**src/rtl/picoblaze_intc_if.sv**
```systemverilog
// PicoBlaze I/O port bus plus interrupt handshake, shared by the
// processor side (master) and the interrupt controller (slave).
interface picoblaze_intc_if;
  logic [7:0] port_id;
  logic       write_strobe;
  logic       read_strobe;
  logic [7:0] out_port;
  logic [7:0] in_port;
  logic       interrupt;
  logic       interrupt_ack;

  modport master (
    output port_id, write_strobe, read_strobe, out_port, interrupt_ack,
    input  in_port, interrupt
  );

  modport slave (
    input  port_id, write_strobe, read_strobe, out_port, interrupt_ack,
    output in_port, interrupt
  );
endinterface

```
**src/rtl/picoblaze_intc.sv**
```systemverilog
// PicoBlaze interrupt controller: 8 sources, STATUS/MASK/CTRL/VECTOR
// registers at BASE_ADDR..BASE_ADDR+3, lowest-index priority, and an
// IDLE/REQ/SERVICE handshake with interrupt_ack and an EOI write.
// Optional feature macro: PICOBLAZE_INTC_EDGE_DETECT_EN selects rising-edge
// source detection; when undefined, sources are level sensitive.
module picoblaze_intc #(
  parameter logic [7:0] BASE_ADDR = 8'h10
) (
  input  logic              clk,
  input  logic              reset_n,
  input  logic [7:0]        irq_src,
  picoblaze_intc_if.slave   bus
);

  typedef enum logic [1:0] {IDLE, REQ, SERVICE} state_e;

  state_e     state_q, state_d;
  logic [7:0] pending_q, pending_d;
  logic [7:0] mask_q, mask_d;
  logic       en_q, en_d;
  logic [7:0] vec_q, vec_d;
  logic [7:0] rdata_q, rdata_d;
  logic       irq_q, irq_d;

  logic [7:0] off;
  logic       hit;
  logic       wr_status, wr_mask, wr_ctrl, eoi;
  logic [7:0] set_v;
  logic [7:0] active;
  logic [2:0] idx;
  logic       none;
  logic       unused_read;

  // Reads have no side effects, so read_strobe carries no function here.
  assign unused_read = bus.read_strobe;

  assign off       = bus.port_id - BASE_ADDR;
  assign hit       = (off[7:2] == 6'd0);
  assign wr_status = bus.write_strobe & hit & (off[1:0] == 2'd0);
  assign wr_mask   = bus.write_strobe & hit & (off[1:0] == 2'd1);
  assign wr_ctrl   = bus.write_strobe & hit & (off[1:0] == 2'd2);
  assign eoi       = wr_ctrl & bus.out_port[1];

`ifdef PICOBLAZE_INTC_EDGE_DETECT_EN
  logic [7:0] hist_q;

  // Source history for rising-edge detection.
  always_ff @(posedge clk or negedge reset_n) begin
    if (!reset_n) hist_q <= '0;
    else          hist_q <= irq_src;
  end

  assign set_v = irq_src & ~hist_q;
`else
  assign set_v = irq_src;
`endif

  // Register next-state: W1C on STATUS with source set taking priority.
  always_comb begin
    pending_d = (pending_q & ~(wr_status ? bus.out_port : 8'h00)) | set_v;
    mask_d    = wr_mask ? bus.out_port : mask_q;
    en_d      = wr_ctrl ? bus.out_port[0] : en_q;
  end

  // Lowest set index of active wins; none flags an empty active set.
  always_comb begin
    active = pending_q & mask_q & {8{en_q}};
    idx    = 3'd0;
    none   = 1'b1;
    for (int unsigned i = 0; i < 8; i++) begin
      if (none && active[i]) begin
        idx  = 3'(i);
        none = 1'b0;
      end
    end
  end

  // Handshake FSM next state, VECTOR capture and registered interrupt.
  always_comb begin
    state_d = state_q;
    vec_d   = vec_q;
    case (state_q)
      IDLE:    if (active != 8'h00) state_d = REQ;
      REQ:     if (bus.interrupt_ack) begin
                 state_d = SERVICE;
                 vec_d   = {1'b1, none, 3'b000, idx};
               end
      SERVICE: if (eoi) begin
                 state_d  = IDLE;
                 vec_d[7] = 1'b0;
               end
      default: state_d = IDLE;
    endcase
    irq_d = (state_d == REQ);
  end

  // Registered read mux; unmapped addresses read zero.
  always_comb begin
    rdata_d = 8'h00;
    if (hit) begin
      case (off[1:0])
        2'd0:    rdata_d = pending_q;
        2'd1:    rdata_d = mask_q;
        2'd2:    rdata_d = {7'b0, en_q};
        default: rdata_d = vec_q;
      endcase
    end
  end

  // State registers.
  always_ff @(posedge clk or negedge reset_n) begin
    if (!reset_n) begin
      state_q   <= IDLE;
      pending_q <= '0;
      mask_q    <= '0;
      en_q      <= 1'b0;
      vec_q     <= 8'h40;
      rdata_q   <= '0;
      irq_q     <= 1'b0;
    end else begin
      state_q   <= state_d;
      pending_q <= pending_d;
      mask_q    <= mask_d;
      en_q      <= en_d;
      vec_q     <= vec_d;
      rdata_q   <= rdata_d;
      irq_q     <= irq_d;
    end
  end

  assign bus.in_port   = rdata_q;
  assign bus.interrupt = irq_q;

endmodule

```
**src/flat_wrapper.sv**
```systemverilog
// flat-port wrapper written by rule: the top's interface ports become plain ports
module picoblaze_intc_flat 
#(
  parameter logic [7:0] BASE_ADDR = 8'h10
)
  (clk, reset_n, irq_src, bus_port_id, bus_write_strobe, bus_read_strobe, bus_out_port, bus_interrupt_ack, bus_in_port, bus_interrupt);
  picoblaze_intc_if bus_i ();
  input  logic clk;
  input  logic reset_n;
  input  logic [7:0] irq_src;
  input wire logic [$bits(bus_i.port_id)-1:0] bus_port_id;
  input wire logic [$bits(bus_i.write_strobe)-1:0] bus_write_strobe;
  input wire logic [$bits(bus_i.read_strobe)-1:0] bus_read_strobe;
  input wire logic [$bits(bus_i.out_port)-1:0] bus_out_port;
  input wire logic [$bits(bus_i.interrupt_ack)-1:0] bus_interrupt_ack;
  output wire logic [$bits(bus_i.in_port)-1:0] bus_in_port;
  output wire logic [$bits(bus_i.interrupt)-1:0] bus_interrupt;
  assign bus_i.port_id = bus_port_id;
  assign bus_i.write_strobe = bus_write_strobe;
  assign bus_i.read_strobe = bus_read_strobe;
  assign bus_i.out_port = bus_out_port;
  assign bus_i.interrupt_ack = bus_interrupt_ack;
  assign bus_in_port = bus_i.in_port;
  assign bus_interrupt = bus_i.interrupt;
  picoblaze_intc #(.BASE_ADDR(BASE_ADDR)) u_core (.clk(clk), .reset_n(reset_n), .irq_src(irq_src), .bus(bus_i));
endmodule
```
**config.mk**
```make
export PLATFORM = sky130hd
export DESIGN_NAME = picoblaze_intc_flat
export DESIGN_NICKNAME = d
export VERILOG_FILES = /design/src/rtl/picoblaze_intc_if.sv /design/src/rtl/picoblaze_intc.sv /design/src/flat_wrapper.sv
export SDC_FILE = /design/constraint.sdc
export NUM_CORES = 1
export LEC_CHECK = 0
export ABC_AREA = 1
export BUFFER_PORTS_ARGS = -buffer_cell sky130_fd_sc_hd__buf_2
export CAP_MARGIN = 15
export CELL_PAD_IN_SITES_DETAIL_PLACEMENT = 0
export CELL_PAD_IN_SITES_GLOBAL_PLACEMENT = 1
export CORE_UTILIZATION = 25
export CTS_CLUSTER_SIZE = 40
export DETAILED_ROUTE_END_ITERATION = 8
export PLACE_DENSITY = 0.66
export SETUP_SLACK_MARGIN = 0.1
export SLEW_MARGIN = 10
export SYNTH_ARGS = -nofsm -noshare
export SYNTH_HDL_FRONTEND = slang
export SYNTH_SLANG_ARGS = --single-unit
```
**constraint.sdc**
```tcl
create_clock -name clk -period 1.4 [get_ports clk]
set_input_delay 0.21 -clock clk [delete_from_list [all_inputs] [get_ports clk]]
set_output_delay 0.21 -clock clk [all_outputs]
set_load 0.02 [all_outputs]
```
======== Word level (Yosys, flattened, before mapping) ========
Cells that the tools add are included.
cells by class
  reductions and logical operators ........ 14
  multiplexer cells ....................... 25
  div/mod/pow operators ................... 0
  add/subtract/negate cells ............... 1
  order comparisons ....................... 0
  eq/ne operators ......................... 7
  bitwise logic cells ..................... 10
  $mul .................................... 0
  shifts and indexed selects .............. 0
operators with widths
  operator                                                                  number
  8-bit AND                                                                 3
  8-bit 2-to-1 mux                                                          3
  8-bit case mux with 3 select lines                                        1
  3-bit 2-to-1 mux                                                          4
  1-bit 2-to-1 mux                                                          10
  2-bit 2-to-1 mux                                                          5
  8-bit NOT                                                                 1
  8-bit OR                                                                  1
  8-bit nonzero test                                                        1
  8-bit by 5-bit subtractor with 8-bit output (second input constant)       1
  1-bit logical AND                                                         7
  2-bit by 1-bit == test with 1-bit output (second input constant)          3
  6-bit logical NOT                                                         1
  2-bit case mux with 3 select lines                                        1
  1-bit AND                                                                 5
  2-bit == test (second input constant)                                     2
  2-bit logical NOT                                                         2
  3-bit AND reduction                                                       1
  2-bit by 1-bit inequality test with 1-bit output (second input constant)  1
  2-bit inequality test (second input constant)                             1
  1-bit case mux with 2 select lines                                        1
  2-bit AND reduction                                                       1
  2-bit nonzero test                                                        1
word-level totals
  bits of input ports ..................... 29
  bits in writable memories ............... 0
  register bits after elaboration ......... 33
  ROM bits ................................ 0
  output and inout port bits .............. 9
  logic and storage cells ................. 65
  memories ................................ 0
  bits in latches ......................... 0

======== Logic depth before layout (Yosys ltp) ========
Gate-level depths: netlist of run 1.
  depth after elaboration ................. 19
  gate-level depth with buffers ........... 10
  mapped depth without buffers ............ 9

======== Least setup slack after synthesis of run 1 ========
No wires, ideal clock.
  path type ............................... register -> register
  start point ............................. reg u_core.en_q
  end point ............................... reg u_core.irq_q, in the netlist u_core.bus.interrupt
  setup slack ............................. 204 ps
  cell stages (with the launch flop) ...... 10
  setup time .............................. 114 ps
  data arrival time ....................... 1082 ps
  path through ............................ dfrtp_1 > buf_4 > nand3_1 > nand2_1 > inv_2 > nand3_2 > nor2_2 > nand4_1 > nand2_1 > inv_1
on the way
  longest elaborated chain between the ends .. 5
ends and longest elaborated chain
  element                                   RTL line               source
  start: declaration                        picoblaze_intc.sv:20   logic en_q, en_d;
  start signal: assignment                  picoblaze_intc.sv:124  en_q <= en_d;
  8-bit AND                                 picoblaze_intc.sv:67   active = pending_q & mask_q & {8{en_q}};
  8-bit nonzero test                        picoblaze_intc.sv:83   IDLE: if (active != 8'h00) state_d = REQ;
  2-bit 2-to-1 mux                          picoblaze_intc.sv:83
  2-bit case mux with 3 select lines        picoblaze_intc.sv:82   case (state_q)
  2-bit by 1-bit == test with 1-bit output  picoblaze_intc.sv:94   irq_d = (state_d == REQ);
  net u_core.irq_d                          picoblaze_intc.sv:23   logic irq_q, irq_d;
  end signal: assignment                    picoblaze_intc.sv:127  irq_q <= irq_d;
  end: declaration                          picoblaze_intc.sv:23
The timed path passes the listed nets, and every way through them passes these cells.
A chain may end at the register's enable or synchronous reset.

======== Worst setup path after layout of run 1 ========
  start point ............................. reg u_core.en_q
  end point ............................... reg u_core.state_q[0]
on the way
  longest elaborated chain between the ends .. 4
ends and longest elaborated chain
  element                             RTL line               source
  8-bit AND                           picoblaze_intc.sv:67
  8-bit nonzero test                  picoblaze_intc.sv:83
  2-bit 2-to-1 mux                    picoblaze_intc.sv:83
  2-bit case mux with 3 select lines  picoblaze_intc.sv:82
  net u_core.state_d[0]               picoblaze_intc.sv:17   state_e state_q, state_d;
  end signal: assignment              picoblaze_intc.sv:121  state_q <= state_d;
  end: declaration                    picoblaze_intc.sv:17
The timed path passes the listed nets, and every way through them passes these cells.

==> flow_metrics.env, run 1 <==
export IMPL_cts_buffers=5
export IMPL_wl_per_cell_um=11.7
export IMPL_start_kind="register"
export IMPL_cellLeakagePower_uw=0.00111
export IMPL_finalHoldViolations=0
export IMPL_skew_ns=0.00292
export IMPL_run_status="complete, no violations"
export IMPL_p_int_uw=1610
export IMPL_period_needed_ns=1.31
export IMPL_antenna_found_initial=0
export IMPL_synth_top_area_share_pct=49.7
export IMPL_rows=28
export IMPL_synthFlopType="dfrtp_1"
export IMPL_first_global_vias=1309
export IMPL_grt_pass1_wl_um=6290
export IMPL_wirelength_um=3750
export IMPL_yosys_warnings=0
export IMPL_gp_congestion=0.750
export IMPL_drv_slew=0
export IMPL_gr_total_overflow=0
export IMPL_grtUsageTotal_pct=13.2
export IMPL_start_util_pct=26.6
export IMPL_yosys_register_bits=33
export IMPL_n_fill_cell=653
export IMPL_swShare_pct=26.3
export IMPL_synth_edf_count=0
export IMPL_synth_area_leader_cell="dfrtp_1"
export IMPL_power_uw=2180
export IMPL_vias_per_cell=4.25
export IMPL_multiInputGateArea_um2=673
export IMPL_yosysSeqAreaShare_pct=51.4
export IMPL_pwr_density_cell_nw_per_um2=1050
export IMPL_setup_viol=0
export IMPL_rsz0062_at_grt="true"
export IMPL_power_frac_comb_pct=13.7
export IMPL_slew_headroom_pct=78.6
export IMPL_clock_power_share_pct=36.3
export IMPL_synthesis_instances=195
export IMPL_worst_path_max_fanout=8
export IMPL_root_buffer="clkbuf_8"
export IMPL_cts_tree="yes"
export IMPL_diodes=0
export IMPL_io_buffers=36
export IMPL_finalCritPeriodShare_pct=93.5
export IMPL_firstDrtPassIters=4
export IMPL_critical_path_endpoint_type="register"
export IMPL_cts_max_level=2
export IMPL_dpl_hpwl_um=2680
export IMPL_path_class="register to register"
export IMPL_fp_dieArea_um2=6770
export IMPL_hp_class="input pin to register"
export IMPL_fmax_mhz=764
export IMPL_num_io_pins=38
export IMPL_clock_sinks=33
export IMPL_synth_area_leaders="dfrtp_1 50%, nand2_1 15%, inv_1 7.7%"
export IMPL_worstPathArrival_ns=1.50
export IMPL_fin_cells=320
export IMPL_num_vias=1360
export IMPL_seq_area_um2=828
export IMPL_synth_cell_type_count=23
export IMPL_maxCapViolCount=0
export IMPL_final_layout_size_suffix_gt1_share_pct=34.7
export IMPL_fin_hold_ws_ns=0.0951
export IMPL_die_y_um=82.3
export IMPL_clk_latency_ns=0.29
export IMPL_syn_to_final_growth_pct=29.1
export IMPL_syn_area_um2=1610
export IMPL_synth_nets=224
export IMPL_drc=0
export IMPL_drtAntennaViolNets=0
export IMPL_cts_buffer_depth=2
export IMPL_required_ns=1.59
export IMPL_dp_cells=310
export IMPL_drt_iter0_markers=73
export IMPL_async_reset_ff_share_pct=100
export IMPL_path_clk_slew_ns=0.07
export IMPL_netSwitchingPower_uw=574
export IMPL_core_um2=6060
export IMPL_p_seq_share_pct=50.0
export IMPL_worst_pin_slew_ns=0.320
export IMPL_grt_max_degree=34
export IMPL_fp_dieW_um=82.3
export IMPL_num_nets_final=273
export IMPL_avgSynthCellArea_um2=8.26
export IMPL_irDropWorstVdd_mv=0.437
worst max-delay path, cell delays in order (launching register included):
cell	delay, ns
dfrtp_2	0.48
nand3_2	0.09
nand2_2	0.06
inv_2	0.07
nand3_2	0.08
nor2_4	0.15
nand4_1	0.12
nand2_2	0.11
inv_1	0.04
worst paths after layout:
path	from	endpoint	slack [ns]	cells after the start
min in group asynchronous	reset_n	u_core.bus.in_port[2]	0.41	3
max	u_core.en_q	u_core.state_q[0]	0.09	8
min reg2reg	u_core.vec_q[7]	u_core.vec_q[7]	0.49	2
max in group asynchronous	reset_n	u_core.vec_q[6]	0.74	3
max reg2reg	u_core.en_q	u_core.state_q[0]	0.09	8
min	irq_src[6]	u_core.pending_q[6]	0.1	3
stage by stage:
stage / instance area, µm² / setup slack (ns) / util (%) / setup TNS (ns)
2_1_floorplan: 1610 / 0.204 / - / 0
3_3_place_gp: 1920 / 0.0570 / 31.7 / 0
3_5_place_dp: 1920 / 0.0462 / 31.7 / 0
4_1_cts: 2040 / 0.107 / 33.7 / 0
5_1_grt: 2080 / -0.0274 / 34.3 / -0.0563
6_report: 2080 / 0.0911 / 34.3 / 0
layout by cell type, fill, tap and decap left out:
| master | synthesis | layout |
|---|---|---|
| a21oi_1 | 5 | 5 |
| a31o_1 | 1 | 1 |
| a31oi_1 | 3 | 3 |
| a41oi_1 | 1 | 1 |
| buf_12 | 0 | 1 |
| buf_2 | 0 | 36 |
| buf_4 | 1 | 6 |
| clkbuf_8 | 0 | 7 |
| clkinv_2 | 0 | 1 |
| dfrtp_1 | 32 | 31 |
| dfrtp_2 | 0 | 1 |
| dfstp_2 | 1 | 1 |
| dlygate4sd3_1 | 0 | 1 |
| inv_1 | 33 | 32 |
| inv_2 | 1 | 2 |
| nand2_1 | 63 | 57 |
| nand2_2 | 3 | 9 |
| nand2_4 | 1 | 1 |
| nand3_1 | 9 | 7 |
| nand3_2 | 1 | 3 |
| nand4_1 | 4 | 4 |
| nand4_4 | 1 | 1 |
| nor2_1 | 8 | 7 |
| nor2_2 | 4 | 4 |
| nor2_4 | 2 | 3 |
| o21ai_0 | 9 | 9 |
| o21ai_1 | 3 | 2 |
| o21ai_2 | 8 | 9 |
sequential cells by signal, summed over array words and instances (netlist names):
name	cells
u_core.vec_q	5
u_core.state_q	2
u_core.en_q	1
u_core.pending_q	8
u_core.bus.interrupt	1
u_core.bus.in_port	8
u_core.mask_q	8
cells by family after synthesis:
kind of cell           synth area share [%]
AO/OA/AOI/OAI                          11.9
buffers and inverters                  9.09
AND/OR/NAND/NOR                        27.7
flip-flops                             51.4
power groups by stage:
stage / combinational [µW] / clock, µW / sequential, µW
after floorplan: 158 / 0 / 1100
after global placement: 280 / 0 / 1110
after detailed placement: 284 / 0 / 1110
after CTS: 289 / 824 / 1090
after global routing: 356 / 867 / 1100
final: 300 / 793 / 1090
timing repair:
action                                  in CTS  in global routing
hold endpoints to repair                    32                  0
endpoints found under the setup margin       4                  6
pin swaps                                    0                  5
resized for setup                            3                 10
setup buffers                                0                  1
cloned                                       0                  0
hold buffers                                 1                  0
synth_stat cells (4+ instances only):
cell / instances
a21oi_1: 5
o21ai_2: 8
o21ai_0: 9
nor2_2: 4
inv_1: 33
nand2_1: 63
nand4_1: 4
nor2_1: 8
dfrtp_1: 32
nand3_1: 9
cell type report:
type                       count  share of cell area (%)
sequential                    33                    39.8
multi-input combinational    126                    32.4
timing repair buffer          44                    12.3
inverter                      34                    6.14
clock buffer                   7                    4.63
tap                           75                    4.51
clock inverter                 1                   0.241
layer usage:
layer / up-vias / wire length (µm) / track usage, %
met5: - / 0 / 0
met4: 0 / 76 / 6.32
met3: 6 / 156 / 3.30
met2: 26 / 1750 / 21.7
met1: 617 / 1770 / 16.0
li1: 711 / - / -
(Power assumes the default switching activity.)
==> run 2, diff against run 1 <==
Settings changed: CORE_MARGIN set to 2, CORE_UTILIZATION 25 to 38, MAX_ROUTING_LAYER set to met4, PLACE_DENSITY 0.66 to 0.88.
==> run 2 against run 1 <==
  * Sequential power barely moved
  * Via count rose by 1.0%
  * Setup slack improved by 0.039 ns
  * Clock skew rose by 0.00082 ns
  * Design area fell by 0.78%
  * Non-clock buffer count rose by 6
  * Critical endpoint is now u_core.bus.interrupt
  * Largest power group unchanged
==> flow_metrics.env, run 2 (synthesized netlist as in run 1, its figures left out) <==
export IMPL_start_util_pct=40.0
export IMPL_layout_commonest_cell="nand2_1"
export IMPL_fin_ws_ns=0.130
export IMPL_hp_class="input pin to register"
export IMPL_crit_chain="buf_4 -> nand2_2 -> nand3_2 -> nor2_4 -> nand4_1 -> nand2_1 -> inv_1"
export IMPL_critical_path_endpoint_type="register"
export IMPL_run_status="complete, no violations"
export IMPL_rows=23
export IMPL_finalCritPeriodShare_pct=90.7
export IMPL_cts_buffer_depth=2
export IMPL_worst_pin_slew_ns=0.393
export IMPL_cellLeakagePower_uw=0.00113
export IMPL_clk_latency_ns=0.29
export IMPL_syn_to_final_growth_pct=28.1
export IMPL_pwr_density_cell_nw_per_um2=1010
export IMPL_skew_ns=0.00373
export IMPL_cts_buffers=5
export IMPL_placed_area_um2=1890
export IMPL_drv_slew=0
export IMPL_slew_headroom_pct=73.8
export IMPL_utilization_pct=51.2
export IMPL_path_class="register to register"
export IMPL_place_ws_ns=0.0469
export IMPL_num_io_pins=38
export IMPL_start_kind="register"
export IMPL_wl_per_cell_um=11.7
export IMPL_cp_slowest_cell="dfrtp_2"
export IMPL_path_clk_slew_ns=0.07
export IMPL_firstDrtPassIters=4
export IMPL_grt_pass1_wl_um=5940
export IMPL_rsz0062_at_grt="true"
export IMPL_fp_dieW_um=69.1
export IMPL_setup_viol=0
export IMPL_grt_max_degree=20
export IMPL_num_nets_final=279
export IMPL_antenna_found_initial=0
export IMPL_cp_slowest_stage_delay_ns=0.45
export IMPL_first_global_vias=1286
export IMPL_final_layout_size_suffix_gt1_share_pct=33.5
export IMPL_period_needed_ns=1.27
export IMPL_drt_iter0_markers=36
export IMPL_worst_path_max_fanout=6
export IMPL_die_y_um=69.1
export IMPL_fmax_mhz=787
export IMPL_io_buffers=36
export IMPL_crit_buf_inv=2
export IMPL_grtUsageTotal_pct=16.7
export IMPL_gp_congestion=0.868
export IMPL_cts_tree="yes"
export IMPL_worstPathArrival_ns=1.45
export IMPL_dpl_hpwl_um=2580
export IMPL_irDropWorstVdd_mv=0.630
export IMPL_num_vias=1374
export IMPL_wirelength_um=3520
export IMPL_layout_common_cells="61 x nand2_1, 37 x buf_2, 33 x inv_1, 31 x dfrtp_1, 11 x buf_4"
export IMPL_cts_max_level=2
export IMPL_root_buffer="clkbuf_8"
export IMPL_power_uw=2080
export IMPL_core_um2=4030
export IMPL_finalHoldViolations=0
export IMPL_cpLargestDelayFamily="simple AND/OR/NAND/NOR gates"
export IMPL_maxCapViolCount=0
export IMPL_fp_dieArea_um2=4770
export IMPL_drc=0
export IMPL_drtAntennaViolNets=0
export IMPL_diodes=0
export IMPL_required_ns=1.58
export IMPL_gr_total_overflow=0
export IMPL_n_fill_cell=404
export IMPL_stdcell_area_um2=2060
export IMPL_clock_sinks=33
export IMPL_fin_hold_ws_ns=0.102
export IMPL_vias_per_cell=4.56
[run 2: cell types whose count changed in the layout (fill, tap and decap cells not counted), moves of 2 or more]
cell / change
clkbuf_8: -2
nand2_1: +4
buf_4: +5
nand2_2: -4
[run 2: timing repair]
item / CTS / global route
setup buffers: 0 / 7
hold buffers: 1 / 0
gates resized for setup: 2 / 7
endpoints found under the hold margin: 13 / 0
pin swaps: 0 / 7
setup endpoints to repair: 4 / 6
[run 2: worst register-to-register path: cells and delay by family, from the launching register on]
kind                   cells  cell delay (ns)
and+or+nand+nor            5             0.51
buffers and inverters      2             0.20
DFF                        1             0.45
[run 2: final cells by class]
cell class | instances | area [µm²] | share of cell area (%)
clock inverters | 2 | 10.0 | 0.485
inverters | 34 | 128 | 6.19
repair buffers | 50 | 298 | 14.4
flip-flops and latches | 33 | 828 | 40.1
clock buffers | 6 | 72.6 | 3.52
well taps | 50 | 62.6 | 3.03
multi-input cells | 126 | 664 | 32.2
[run 2: per-stage QoR]
step	std cells	TNS, ns
after floorplan	195	0
after global placement	285	0
after detailed placement	285	0
after CTS	294	0
after global routing	301	-0.000891
final	301	0
[run 2: final timing paths]
check,from,cells after the start,endpoint,slack [ns]
worst max-delay path,u_core.en_q,7,u_core.bus.interrupt,0.13
worst min register to register,u_core.vec_q[7],2,u_core.vec_q[7],0.48
worst max register to register,u_core.en_q,7,u_core.bus.interrupt,0.13
worst min-delay path,irq_src[1],3,u_core.pending_q[1],0.10
max in group asynchronous,reset_n,3,u_core.en_q,0.59
min in group asynchronous,reset_n,2,u_core.bus.in_port[5],0.37
[run 2: power breakdown]
part           leakage [µW]  switching, µW  internal (µW)
combinational      0.000680            169            124
sequential         0.000408           49.0           1040
clock             0.0000450            349            344
total               0.00113            566           1510
[run 2: routing by layer]
layer | track usage [%] | share of wire [%] | wire [µm]
met1 | 20.8 | 47 | 1660
met2 | 24.1 | 46 | 1630
met3 | 4.53 | 4.0 | 141
met4 | 9.80 | 2.3 | 82
met5 | - | 0 | 0
==> run 3, diff against run 2 <==
Settings changed: PLACE_DENSITY 0.88 to 0.77.
==> run 3 against run 2 <==
  * Clock power grew 12%
  * Clock skew up 0.0036 ns
  * Largest power group unchanged
  * Highest routed layer unchanged
  * Clock-buffer cell count grew 1
  * Non-clock buffer count increased by 3
==> flow_metrics.env, run 3 (synthesized netlist as in run 1, its figures left out) <==
export IMPL_path_clk_slew_ns=0.07
export IMPL_wl_per_cell_um=11.6
export IMPL_cellLeakagePower_uw=0.00117
export IMPL_gp_congestion=0.813
export IMPL_hp_class="input pin to register"
export IMPL_finalCritPeriodShare_pct=88.4
export IMPL_cts_tree="yes"
export IMPL_rows=23
export IMPL_layout_common_cells="61 x nand2_1, 36 x buf_2, 33 x inv_1, 31 x dfrtp_1, 15 x buf_4"
export IMPL_core_um2=4030
export IMPL_diodes=0
export IMPL_fin_tns_setup_ns=0
export IMPL_fp_dieW_um=69.1
export IMPL_n_fill_cell=405
export IMPL_worst_path_max_fanout=6
export IMPL_io_buffers=36
export IMPL_skew_ns=0.00731
export IMPL_path_class="register to register"
export IMPL_finalHoldViolations=0
export IMPL_fmax_mhz=808
export IMPL_num_nets_final=282
export IMPL_slew_headroom_pct=73.7
export IMPL_wirelength_um=3520
export IMPL_period_needed_ns=1.24
export IMPL_utilization_pct=52.2
export IMPL_worst_pin_slew_ns=0.395
export IMPL_drt_iter0_markers=57
export IMPL_drc=0
export IMPL_die_y_um=69.1
export IMPL_irDropWorstVdd_mv=0.582
export IMPL_maxCapViolCount=0
export IMPL_dp_cells=286
export IMPL_drv_slew=0
export IMPL_required_ns=1.57
export IMPL_drtAntennaViolNets=0
export IMPL_dpl_hpwl_um=2630
export IMPL_run_status="complete, no violations"
export IMPL_first_global_vias=1177
export IMPL_final_layout_size_suffix_gt1_share_pct=33.9
export IMPL_worstPathArrival_ns=1.41
export IMPL_clock_sinks=33
export IMPL_start_kind="register"
export IMPL_root_buffer="clkbuf_8"
export IMPL_grt_max_degree=19
export IMPL_grt_pass1_wl_um=5580
export IMPL_grtUsageTotal_pct=15.6
export IMPL_clk_latency_ns=0.28
export IMPL_num_vias=1398
export IMPL_rsz0062_at_grt="true"
export IMPL_cts_buffers=5
export IMPL_cts_buffer_depth=2
export IMPL_layout_commonest_cell="nand2_1"
export IMPL_critical_path_endpoint_type="register"
export IMPL_fin_cells=304
export IMPL_vias_per_cell=4.60
export IMPL_antenna_found_initial=0
export IMPL_setup_viol=0
export IMPL_num_io_pins=38
export IMPL_start_util_pct=40.0
export IMPL_cts_max_level=2
export IMPL_firstDrtPassIters=4
export IMPL_fp_dieArea_um2=4770
export IMPL_pwr_density_cell_nw_per_um2=1030
export IMPL_ff2ff_setup_slack_ns=0.16
export IMPL_syn_to_final_growth_pct=30.5
export IMPL_gr_total_overflow=0
run 3: changes by cell type in the layout (fill, tap and decap cells not counted), moves of 2 or more:
cell      change
buf_4         +4
clkbuf_8      +2
nand3_2       -2
nand3_1       +2
run 3: where the power goes:
group / switching [µW] / total [µW] / internal, µW
Clock: 333 / 777 / 444
Sequential: 47.8 / 1090 / 1040
Combinational: 169 / 295 / 126
Total: 550 / 2160 / 1610
run 3: per-stage QoR:
stage | setup WS (ns) | hold WS (ns) | total power (µW) | instance area [µm²]
3_5_place_dp | 0.0363 | 0.167 | 1390 | 1900
4_1_cts | 0.128 | 0.0994 | 2180 | 2030
2_1_floorplan | 0.204 | -0.0856 | 1260 | 1610
5_1_grt | 0.0783 | 0.0959 | 2290 | 2100
3_3_place_gp | 0.0472 | 0.162 | 1380 | 1900
6_report | 0.163 | 0.106 | 2160 | 2100
run 3: final timing paths:
path	from	cells past startpoint	endpoint
setup / recovery	u_core.en_q	7	u_core.vec_q[1]
hold / removal	irq_src[6]	3	u_core.pending_q[6]
setup reg to reg	u_core.en_q	7	u_core.vec_q[1]
hold reg to reg	u_core.vec_q[6]	2	u_core.vec_q[6]
max in group asynchronous	reset_n	3	u_core.vec_q[6]
min in group asynchronous	reset_n	2	u_core.bus.in_port[7]
run 3: what timing repair did:
| action | in CTS | in global routing |
|---|---|---|
| endpoints found under the setup margin | 6 | 6 |
| pin swaps | 0 | 3 |
| setup buffers | 2 | 7 |
| hold endpoints to repair | 15 | 0 |
| resized for setup | 2 | 7 |
| hold buffers | 1 | 0 |
run 3: final cells by class:
| cell class | count | area (µm²) | area share (%) |
|---|---|---|---|
| clock buffer | 7 | 96.3 | 4.58 |
| tap | 50 | 62.6 | 2.98 |
| inverter | 34 | 128 | 6.07 |
| clock inverter | 1 | 5.00 | 0.238 |
| multi-input combinational | 126 | 659 | 31.4 |
| timing repair buffer | 53 | 323 | 15.4 |
| sequential | 33 | 828 | 39.4 |
run 3: per-layer routing:
metal	up-vias	routed length, µm	track usage, %
met1	615	1630	20.5
met2	50	1580	22.4
li1	728	-	-
met4	0	49	5.23
met3	5	253	5.56
met5	-	0	-
run 3: critical path, cell delays in order (launching register included):
cell,delay (ns)
dfrtp_2,0.45
buf_4,0.15
nand3_1,0.14
inv_1,0.06
o21ai_1,0.16
nand2_1,0.07
nand2_1,0.06
nand2_1,0.05
